==> src/rtl/key_pkg.sv <==
// Shared constants and types for the key event path (debouncer -> scheduler -> beep/segment).
package key_pkg;

  localparam int unsigned KEY_NUM  = 4;
  localparam int unsigned KEY_ID_W = 2;
  localparam int unsigned BEEP_W   = 27;

  typedef logic [KEY_ID_W-1:0] key_id_t;

  // 100 ms at 50 MHz
  localparam logic [BEEP_W-1:0] BEEP_CYC_DFLT = 27'd5_000_000;

endpackage

==> src/rtl/key_evt_fifo.sv <==
// Circular event FIFO; head data reads as zero while empty.
module key_evt_fifo #(
  parameter int unsigned DEPTH = 4,
  parameter int unsigned W     = 2
) (
  input  logic                     clk,
  input  logic                     rstn,
  input  logic                     push,
  input  logic [W-1:0]             wdata,
  input  logic                     pop,
  output logic [W-1:0]             rdata,
  output logic                     full,
  output logic                     empty,
  output logic [$clog2(DEPTH):0]   count
);

  localparam int unsigned AW = $clog2(DEPTH);
  localparam int unsigned CW = AW + 1;

  logic [W-1:0]  r_mem [DEPTH];
  logic [AW-1:0] r_wr_ptr;
  logic [AW-1:0] r_rd_ptr;
  logic [CW-1:0] r_count;
  logic          w_push;
  logic          w_pop;

  assign empty  = (r_count == '0);
  assign full   = (r_count == CW'(DEPTH));
  assign count  = r_count;
  assign w_push = push && !full;
  assign w_pop  = pop && !empty;
  assign rdata  = empty ? '0 : r_mem[r_rd_ptr];

  always_ff @(posedge clk or negedge rstn) begin
    if (!rstn) begin
      for (int unsigned i = 0; i < DEPTH; i++) r_mem[i] <= '0;
      r_wr_ptr <= '0;
      r_rd_ptr <= '0;
      r_count  <= '0;
    end else begin
      if (w_push) begin
        r_mem[r_wr_ptr] <= wdata;
        r_wr_ptr        <= r_wr_ptr + AW'(1);
      end
      if (w_pop) r_rd_ptr <= r_rd_ptr + AW'(1);
      if (w_push && !w_pop)      r_count <= r_count + CW'(1);
      else if (w_pop && !w_push) r_count <= r_count - CW'(1);
    end
  end

endmodule

==> src/rtl/key_evt_sched.sv <==
// Key event scheduler: pending bits, round-robin arbiter, event FIFO and beep timer.
module key_evt_sched
  import key_pkg::*;
#(
  parameter int unsigned       FIFO_DEPTH = 4,
  parameter logic [BEEP_W-1:0] BEEP_CYC   = BEEP_CYC_DFLT
) (
  input  logic               clk,
  input  logic               rstn,
  input  logic [KEY_NUM-1:0] key_pulse,
  input  logic               evt_ready,
  output logic               evt_valid,
  output key_id_t            evt_id,
  output logic               beep_on,
  output logic               drop_flag
);

  localparam int unsigned CW = $clog2(FIFO_DEPTH) + 1;

  logic [KEY_NUM-1:0] r_pend;
  key_id_t            r_rr_ptr;
  logic               r_drop;
  logic [BEEP_W-1:0]  r_beep_cnt;

  logic               w_full;
  logic               w_empty;
  logic               w_pop;
  logic               w_space;
  logic [CW-1:0]      w_count;
  key_id_t            w_head;
  key_id_t            w_idx;
  key_id_t            w_gnt_id;
  logic               w_gnt_vld;
  logic [KEY_NUM-1:0] w_gnt_oh;
  logic [KEY_NUM-1:0] w_lost;

  // Slot check uses the registered count so a same-cycle pop never frees a slot.
  assign w_space = (w_count < CW'(FIFO_DEPTH));
  assign w_pop   = !w_empty && evt_ready;

  always_comb begin
    w_gnt_vld = 1'b0;
    w_gnt_id  = '0;
    w_idx     = '0;
    for (int unsigned k = 0; k < KEY_NUM; k++) begin
      w_idx = r_rr_ptr + key_id_t'(k);
      if (!w_gnt_vld && w_space && r_pend[w_idx]) begin
        w_gnt_vld = 1'b1;
        w_gnt_id  = w_idx;
      end
    end
  end

  assign w_gnt_oh = w_gnt_vld ? (KEY_NUM'(1) << w_gnt_id) : '0;
  // A fresh pulse beats a same-cycle grant; only a pulse on a still-held bit is lost.
  assign w_lost   = key_pulse & r_pend & ~w_gnt_oh;

  always_ff @(posedge clk or negedge rstn) begin
    if (!rstn) begin
      r_pend     <= '0;
      r_rr_ptr   <= '0;
      r_drop     <= 1'b0;
      r_beep_cnt <= '0;
    end else begin
      r_pend <= (r_pend & ~w_gnt_oh) | key_pulse;
      if (|w_lost)   r_drop   <= 1'b1;
      if (w_gnt_vld) r_rr_ptr <= w_gnt_id + key_id_t'(1);
      if (w_pop)                  r_beep_cnt <= BEEP_CYC;
      else if (r_beep_cnt != '0)  r_beep_cnt <= r_beep_cnt - BEEP_W'(1);
    end
  end

  key_evt_fifo #(
    .DEPTH (FIFO_DEPTH),
    .W     (KEY_ID_W)
  ) u_fifo (
    .clk   (clk),
    .rstn  (rstn),
    .push  (w_gnt_vld),
    .wdata (w_gnt_id),
    .pop   (w_pop),
    .rdata (w_head),
    .full  (w_full),
    .empty (w_empty),
    .count (w_count)
  );

  assign evt_valid = !w_empty;
  assign evt_id    = w_head;
  assign beep_on   = (r_beep_cnt != '0);
  assign drop_flag = r_drop;

  a_no_push_when_full : assert property (@(posedge clk) disable iff (!rstn) w_full |-> !w_gnt_vld);

endmodule

==> config.mk <==
export PLATFORM = sky130hd
export DESIGN_NAME = key_evt_sched
export DESIGN_NICKNAME = d
export VERILOG_FILES = /design/src/rtl/key_pkg.sv /design/src/rtl/key_evt_fifo.sv /design/src/rtl/key_evt_sched.sv
export SDC_FILE = /design/constraint.sdc
export NUM_CORES = 1
export LEC_CHECK = 0
export CAP_MARGIN = 40
export CORE_ASPECT_RATIO = 0.75
export CORE_MARGIN = 5
export CORE_UTILIZATION = 45
export CTS_BUF_LIST = sky130_fd_sc_hd__clkbuf_16
export DETAILED_ROUTE_END_ITERATION = 16
export HOLD_SLACK_MARGIN = 0.1
export SLEW_MARGIN = 25
export SYNTH_ARGS = -nofsm -noshare
export SYNTH_HDL_FRONTEND = slang
export SYNTH_HIERARCHICAL = 1
export SYNTH_SLANG_ARGS = --single-unit
export TNS_END_PERCENT = 5
==> constraint.sdc <==
create_clock -name clk -period 3.3 [get_ports clk]
set_input_delay 0.66 -clock clk [delete_from_list [all_inputs] [get_ports clk]]
set_output_delay 0.66 -clock clk [all_outputs]
set_load 0.01 [all_outputs]
* After elaboration in Yosys (flattened, before gate mapping)
Cells that the tools add are included.
Cells by class: reductions and logical operators 25, multiply operators 0, div/mod/pow operators 0, shift operators 1, mux-type cells 28, equality and inequality tests 1, order comparisons 8, add/sub/neg operators 9, bitwise logic cells 7
Operator list (number):
- $mux W27 | 2
- $reduce_bool A27 Y1 | 1
- $sub A27 B1 Y27 const B | 1
- $mux W2 | 8
- $logic_and A1 B1 Y1 | 13
- $and A4 B4 Y4 | 3
- $lt A2 B3 Y1 const B | 4
- $add A2 B1 Y2 const B | 4
- $bmux W1 S2 | 4
- $bwmux W8 | 1
- $mux W1 | 8
- $logic_not A1 Y1 | 7
- $ge A3 B3 Y1 const B | 2
- $mux W3 | 2
- $not A2 Y3 | 2
- $add A2 B2 Y2 const B | 2
- $bmux W2 S2 | 1
- $demux W2 S2 | 1
- $mux W4 | 1
- $not A4 Y4 | 1
- $or A4 B4 Y4 | 1
- $reduce_bool A2 Y1 | 2
- $reduce_or A4 Y1 | 1
- $shl A1 B2 Y4 const A | 1
- other kinds (6) | 6
Storage, ports and cells: output and inout bits 5, memory bits (read-only) 0, latch bits 0, word-level logic and storage cells 90, memories 0, memory bits (writable) 0, input port bits 7, flip-flop bits (word level) 49

* Depth between registers and ports, before layout
depth after elaboration 21, mapped depth 14, gate-level depth less buffers 12

* By module
Netlist, hierarchy kept.
Modules (own cells, without submodules):
- key_evt_sched | area each 2212.1 µm², cells an instance 239, seq. area each 850.8 µm², instances 1
- key_evt_fifo | area each 772.0 µm², cells an instance 59, seq. area each 375.4 µm², instances 1

* Worst setup path before layout
OpenSTA, ideal clock, no wires.
path kind flip-flop to flip-flop, start reg r_rr_ptr[0], end reg u_fifo.r_count[1], in the netlist u_fifo/count[1], path slack 0.480 ns, path buffers 2, arrival time 2.695 ns, setup time 0.125 ns, clock period less this slack 2.820 ns, required time 3.175 ns, stages on the path, launching flop included 12, cell sequence dfrtp_1 -> buf_2 -> buf_2 -> a2111oi_0 -> o32ai_2 -> nor2_1 -> inv_1 -> nor2b_2 -> ha_1 -> inv_1 -> fa_1 -> mux2_2
Between the ends: cells in the longest elaborated chain, start to end 20, elaborated cells between the ends (all ways) 31, classes of those cells add/sub (3); mux (13); reduce/logical (15)
Ends and longest elaborated chain:
- start, declared | RTL line key_evt_sched.sv:21 | key_id_t r_rr_ptr;
- start signal, assigned | RTL line key_evt_sched.sv:67 | if (w_gnt_vld) r_rr_ptr <= w_gnt_id + key_id_t'(1);
- $bmux W1 S2 | RTL line key_evt_sched.sv:47 | if (!w_gnt_vld && w_space && r_pend[w_idx]) begin
- $mux W1 (not written as such) | RTL line key_evt_sched.sv:47
- $logic_and A1 B1 Y1 | RTL line key_evt_sched.sv:47
- $mux W1 | RTL line key_evt_sched.sv:47
- $logic_not A1 Y1 | RTL line key_evt_sched.sv:47
- $logic_and A1 B1 Y1 (2 in series) | RTL line key_evt_sched.sv:47
- $mux W1 | RTL line key_evt_sched.sv:47
- $logic_not A1 Y1 | RTL line key_evt_sched.sv:47
- (+4 left out)
- $logic_and A1 B1 Y1 (2 in series) | RTL line key_evt_sched.sv:47
- $mux W1 * | RTL line key_evt_sched.sv:47
- net w_gnt_vld | RTL line key_evt_sched.sv:33 | logic w_gnt_vld;
- $logic_and A1 B1 Y1 * | RTL line key_evt_fifo.sv:30 | assign w_push = push && !full;
- net u_fifo.w_push | RTL line key_evt_fifo.sv:24 | logic w_push;
- $logic_not A1 Y1 | RTL line key_evt_fifo.sv:47 | else if (w_pop && !w_push) r_count <= r_count - CW'(1);
- $logic_and A1 B1 Y1 | RTL line key_evt_fifo.sv:47
- $reduce_bool A2 Y1 (no source line)
- end signal, assigned | RTL line key_evt_fifo.sv:46 | if (w_push && !w_pop) r_count <= r_count + CW'(1);
- end signal, assigned | RTL line key_evt_fifo.sv:47
- end, declared | RTL line key_evt_fifo.sv:23 | logic [CW-1:0] r_count;
Mark *: on every way through the listed nets, which the timed path passes. The rest lies on a longest branch. The select of a mux whose other input is x is not followed. A chain may end at the register's enable or synchronous reset.

* Final worst setup path
start reg r_beep_cnt[0], end out beep_on
Between the ends: cells in the longest elaborated chain, start to end 1
Ends and longest elaborated chain:
- start, declared | RTL line key_evt_sched.sv:23 | logic [BEEP_W-1:0] r_beep_cnt;
- start signal, assigned | RTL line key_evt_sched.sv:69 | else if (r_beep_cnt != '0) r_beep_cnt <= r_beep_cnt - BEEP_W'(1);
- $reduce_bool A27 Y1 | RTL line key_evt_sched.sv:90 | assign beep_on = (r_beep_cnt != '0);
- end, declared | RTL line key_evt_sched.sv:14 | output logic beep_on,
No other way between the ends.

==> summary.md <==
| Metric | Value |
|---|---|
| Sw Ratio | `38.8%` |
| Setup TNS | `0 ps` |
| Synth Area in Adders | `4.86%` |
| Syn Area/Cell | `10.0 um^2` |
| Max transition margin | `48.7%` |
| Post-synth top area share | `41.1%` |
| Wirelength, routed | `6.10 mm` |
| Fin worst setup slack | `228 ps` |
| Status | `complete, no violations` |
| Largest net degree at the start of global routing | `29` |
| Hold Path Class | `primary input to asynchronous set/reset pin` |
| Synth warnings | `6` |
| Wire per inst | `15.5 um` |
| Total I/O pin count | `12` |
| Synth cell types | `64` |
| Vias per cell | `5.74` |
| Startpoint types | `register` |
| Total gr overflow | `0` |
| Final design utilization | `52.3%` |
| Vias in the first global route | `2132` |
| Crit path cell chain | `inv_1 -> ha_1 -> or3b_1 -> nand4b_4 -> nor3_4 -> inv_2 -> clkdlybuf4s50_1` |
| Synth area leaders | `dfrtp_1 (41%), ha_1 (4.2%), mux2_2 (3.8%)` |
| Clk root buf | `clkbuf_16` |
| Largest family of logic cells by synthesized area | `simple AND/OR/NAND/NOR gates` |
| Remaining antenna violation count | `0` |
| Vias | `2261` |
| Critical path fanouts, max | `8` |
| RSZ-0062 raised after global routing | `no` |
| XOR/XNOR Fraction of Synth Area | `3.52%` |
| Row count | `25` |
| Fmax | `326 MHz` |
| Clk Latency, worst-skew pair | `290 ps` |
| IO buf count | `11` |
| Top-count cell post-synth | `dfrtp_1` |
| Grt met2 use | `21.3%` |
| GRT met1 Usage | `24.9%` |
| Simple-gate portion of the synthesized area | `25.1%` |
| Clock power frac | `19.2%` |
| Tmin final | `3070 ps` |
| Initial antenna violation count | `0` |
| Crit path kind | `register to output pin` |
| Die W | `104 um` |
| Hold Fails Final Rpt | `0` |
| Final Net Count | `330` |
| Syn nets | `316` |
| Die H | `80.5 um` |
| Area growth syn-to-layout | `11.8%` |
| Seq/Total Area, Yosys | `41.1%` |
| Pre-Repair DR Iteration Count | `4` |
| Max stage delay cell, worst path | `clkdlybuf4s50_1` |
| Post-CTS setup buffers | `0` |
| Post-route design area | `0.00334 mm^2` |
| Top post-synthesis cells by count | `dfrtp_1 (49), nand2_1 (29), nor2_1 (27), a21oi_1 (11), o21ai_1 (11)` |
| Placed instance count | `386` |
| Met3 GRT Util | `3.69%` |
| CTS resizes | `0` |
| Crit path required time | `2640 ps` |
| Post-CTS Hold Fix Bufs | `0` |
| Total track usage | `15.7%` |
| Initial Util | `46.8%` |
| Post-route clock period utilization | `93.1%` |
| First-pass GRT wire length | `10.7 mm` |
| Fraction of registers with async set/reset | `100%` |
| Detailed Route Iter0 Violations | `92` |
| Sink Count | `49` |
| Crit. End Element | `output pin` |
| DIE AREA | `0.00838 mm^2` |
| VDD IR-drop max | `0.000422 V` |
| Int Pwr | `1.82 mW` |
| Sw Pwr | `1.15 mW` |
| Power share of the combinational group | `46.9%` |
| Cts bufs inserted | `5` |
| Critical Path AT | `2410 ps` |
| Worst-path clk slew | `70 ps` |
| DRC | `0` |
| Non-Filler Instances | `394` |
| Max cap viols | `0` |
| Final setup vio count | `0` |
| Core box area | `0.00638 mm^2` |
| Cell count after synthesis | `298` |
| H-tree levels | `2` |
| Synth Flop Type | `dfrtp_1` |
| CTS max path bufs | `2` |
| Layout Skew | `4.75 ps` |
| Post-synth EDFFs | `0` |
| Final HPWL from detailed placement | `4.34 mm` |
| Sequential share of power | `33.9%` |
| Mapped Area | `0.00298 mm^2` |
| Placed cell areas | `0.00317 mm^2` |
| CTS tree | `done` |
| Compound-Gate Fraction of Synth Area | `14.0%` |
| Least-Margin Pin Slew | `762 ps` |
| Leading area contributor after synthesis | `dfrtp_1` |
| Multiplexer share of the synthesized area | `7.67%` |
| Gr busiest metal | `met1` |
| Power density cells | `889 mW/mm^2` |
| Antenna diodes | `0` |
| #FFs+latches synth | `49` |
| Fillers | `593` |
| Placer Congestion | `0.798` |
| Leak | `1.41 nW` |
| Share of cells above drive strength 1 | `13.1%` |
| DP Worst Slack | `194 ps` |
| Crit path largest cell delay | `470 ps` |
| Max Slew Vio Count | `0` |
==> power by group through the flow <==
stage          clock [mW]  combinational [mW]  sequential [mW]
2_1_floorplan           0                1.15            0.912
5_1_grt             0.612                1.56             1.04
6_report            0.571                1.39             1.01
4_1_cts             0.581                1.40             1.00
3_5_place_dp            0                1.39             1.01
3_3_place_gp            0                1.37             1.01
==> cells in the final DEF, fill, tap and decap left out, types with 9 or more instances in the layout <==
master / synthesis / final
a21oi_1: 11 / 11
clkdlybuf4s50_1: 0 / 10
dfrtp_1: 49 / 48
ha_1: 10 / 10
inv_1: 10 / 11
mux2_2: 10 / 10
nand2_1: 29 / 29
nor2_1: 27 / 27
nor4_1: 9 / 9
o21ai_1: 11 / 11
or4_1: 9 / 9
xnor2_1: 9 / 9
==> metrics by stage <==
stage          power (mW)  hold slack [ps]
2_1_floorplan        2.06              364
5_1_grt              3.21              456
3_3_place_gp         2.38              491
4_1_cts              2.99              430
6_report             2.97              407
3_5_place_dp         2.41              491
==> final timing paths <==
path	startpoint	to	slack [ps]	cells after the start
setup / recovery	r_beep_cnt[0]	beep_on	230	7
hold / removal	rstn	r_beep_cnt[16]	410	1
setup reg to reg	r_rr_ptr[0]	u_fifo/count[2]	320	12
hold reg to reg	u_fifo/r_mem[5]	u_fifo/r_mem[5]	510	1
max in group asynchronous	rstn	u_fifo/count[0]	2140	2
min in group clk	u_fifo/r_mem[5]	u_fifo/r_mem[5]	510	1
==> flip-flops by register name (all words and copies together) (netlist names) <==
name	flops
u_fifo/r_wr_ptr	2
u_fifo/count	3
r_pend	4
r_beep_cnt	27
u_fifo/r_rd_ptr	2
u_fifo/r_mem	8
drop_flag	1
r_rr_ptr	2
==> logic make-up after synthesis <==
family	Yosys count
compound gates	60
xor+xnor	12
simple gates	124
flops	49
buf+inv	23
fa+ha+maj	11
mux	19
==> critical path, delay by kind of cell (launching register included) <==
kind,cells,cell delay [ps]
adder cells (fa/ha/maj),1,180
flip-flops,1,410
AND/OR/NAND/NOR,3,920
buffers and inverters,3,610
==> final cells by class <==
type                       instances  area [um^2]  share of cell area [%]
sequential                        49         1230                    36.8
clock inverter                     3         37.5                    1.12
clock buffer                       5          125                    3.75
multi-input combinational        226         1650                    49.3
inverter                          13         48.8                    1.46
timing repair buffer              17          150                    4.50
tap                               81          101                    3.04
==> routing by layer <==
layer	part of all wire (%)	wire [um]	vias to the layer above
li1	-	-	1133
met5	0	0	-
met1	57	3460	1090
met3	3.3	204	2
met4	0.23	14	0
met2	40	2420	36
(Power assumes the default switching activity.)
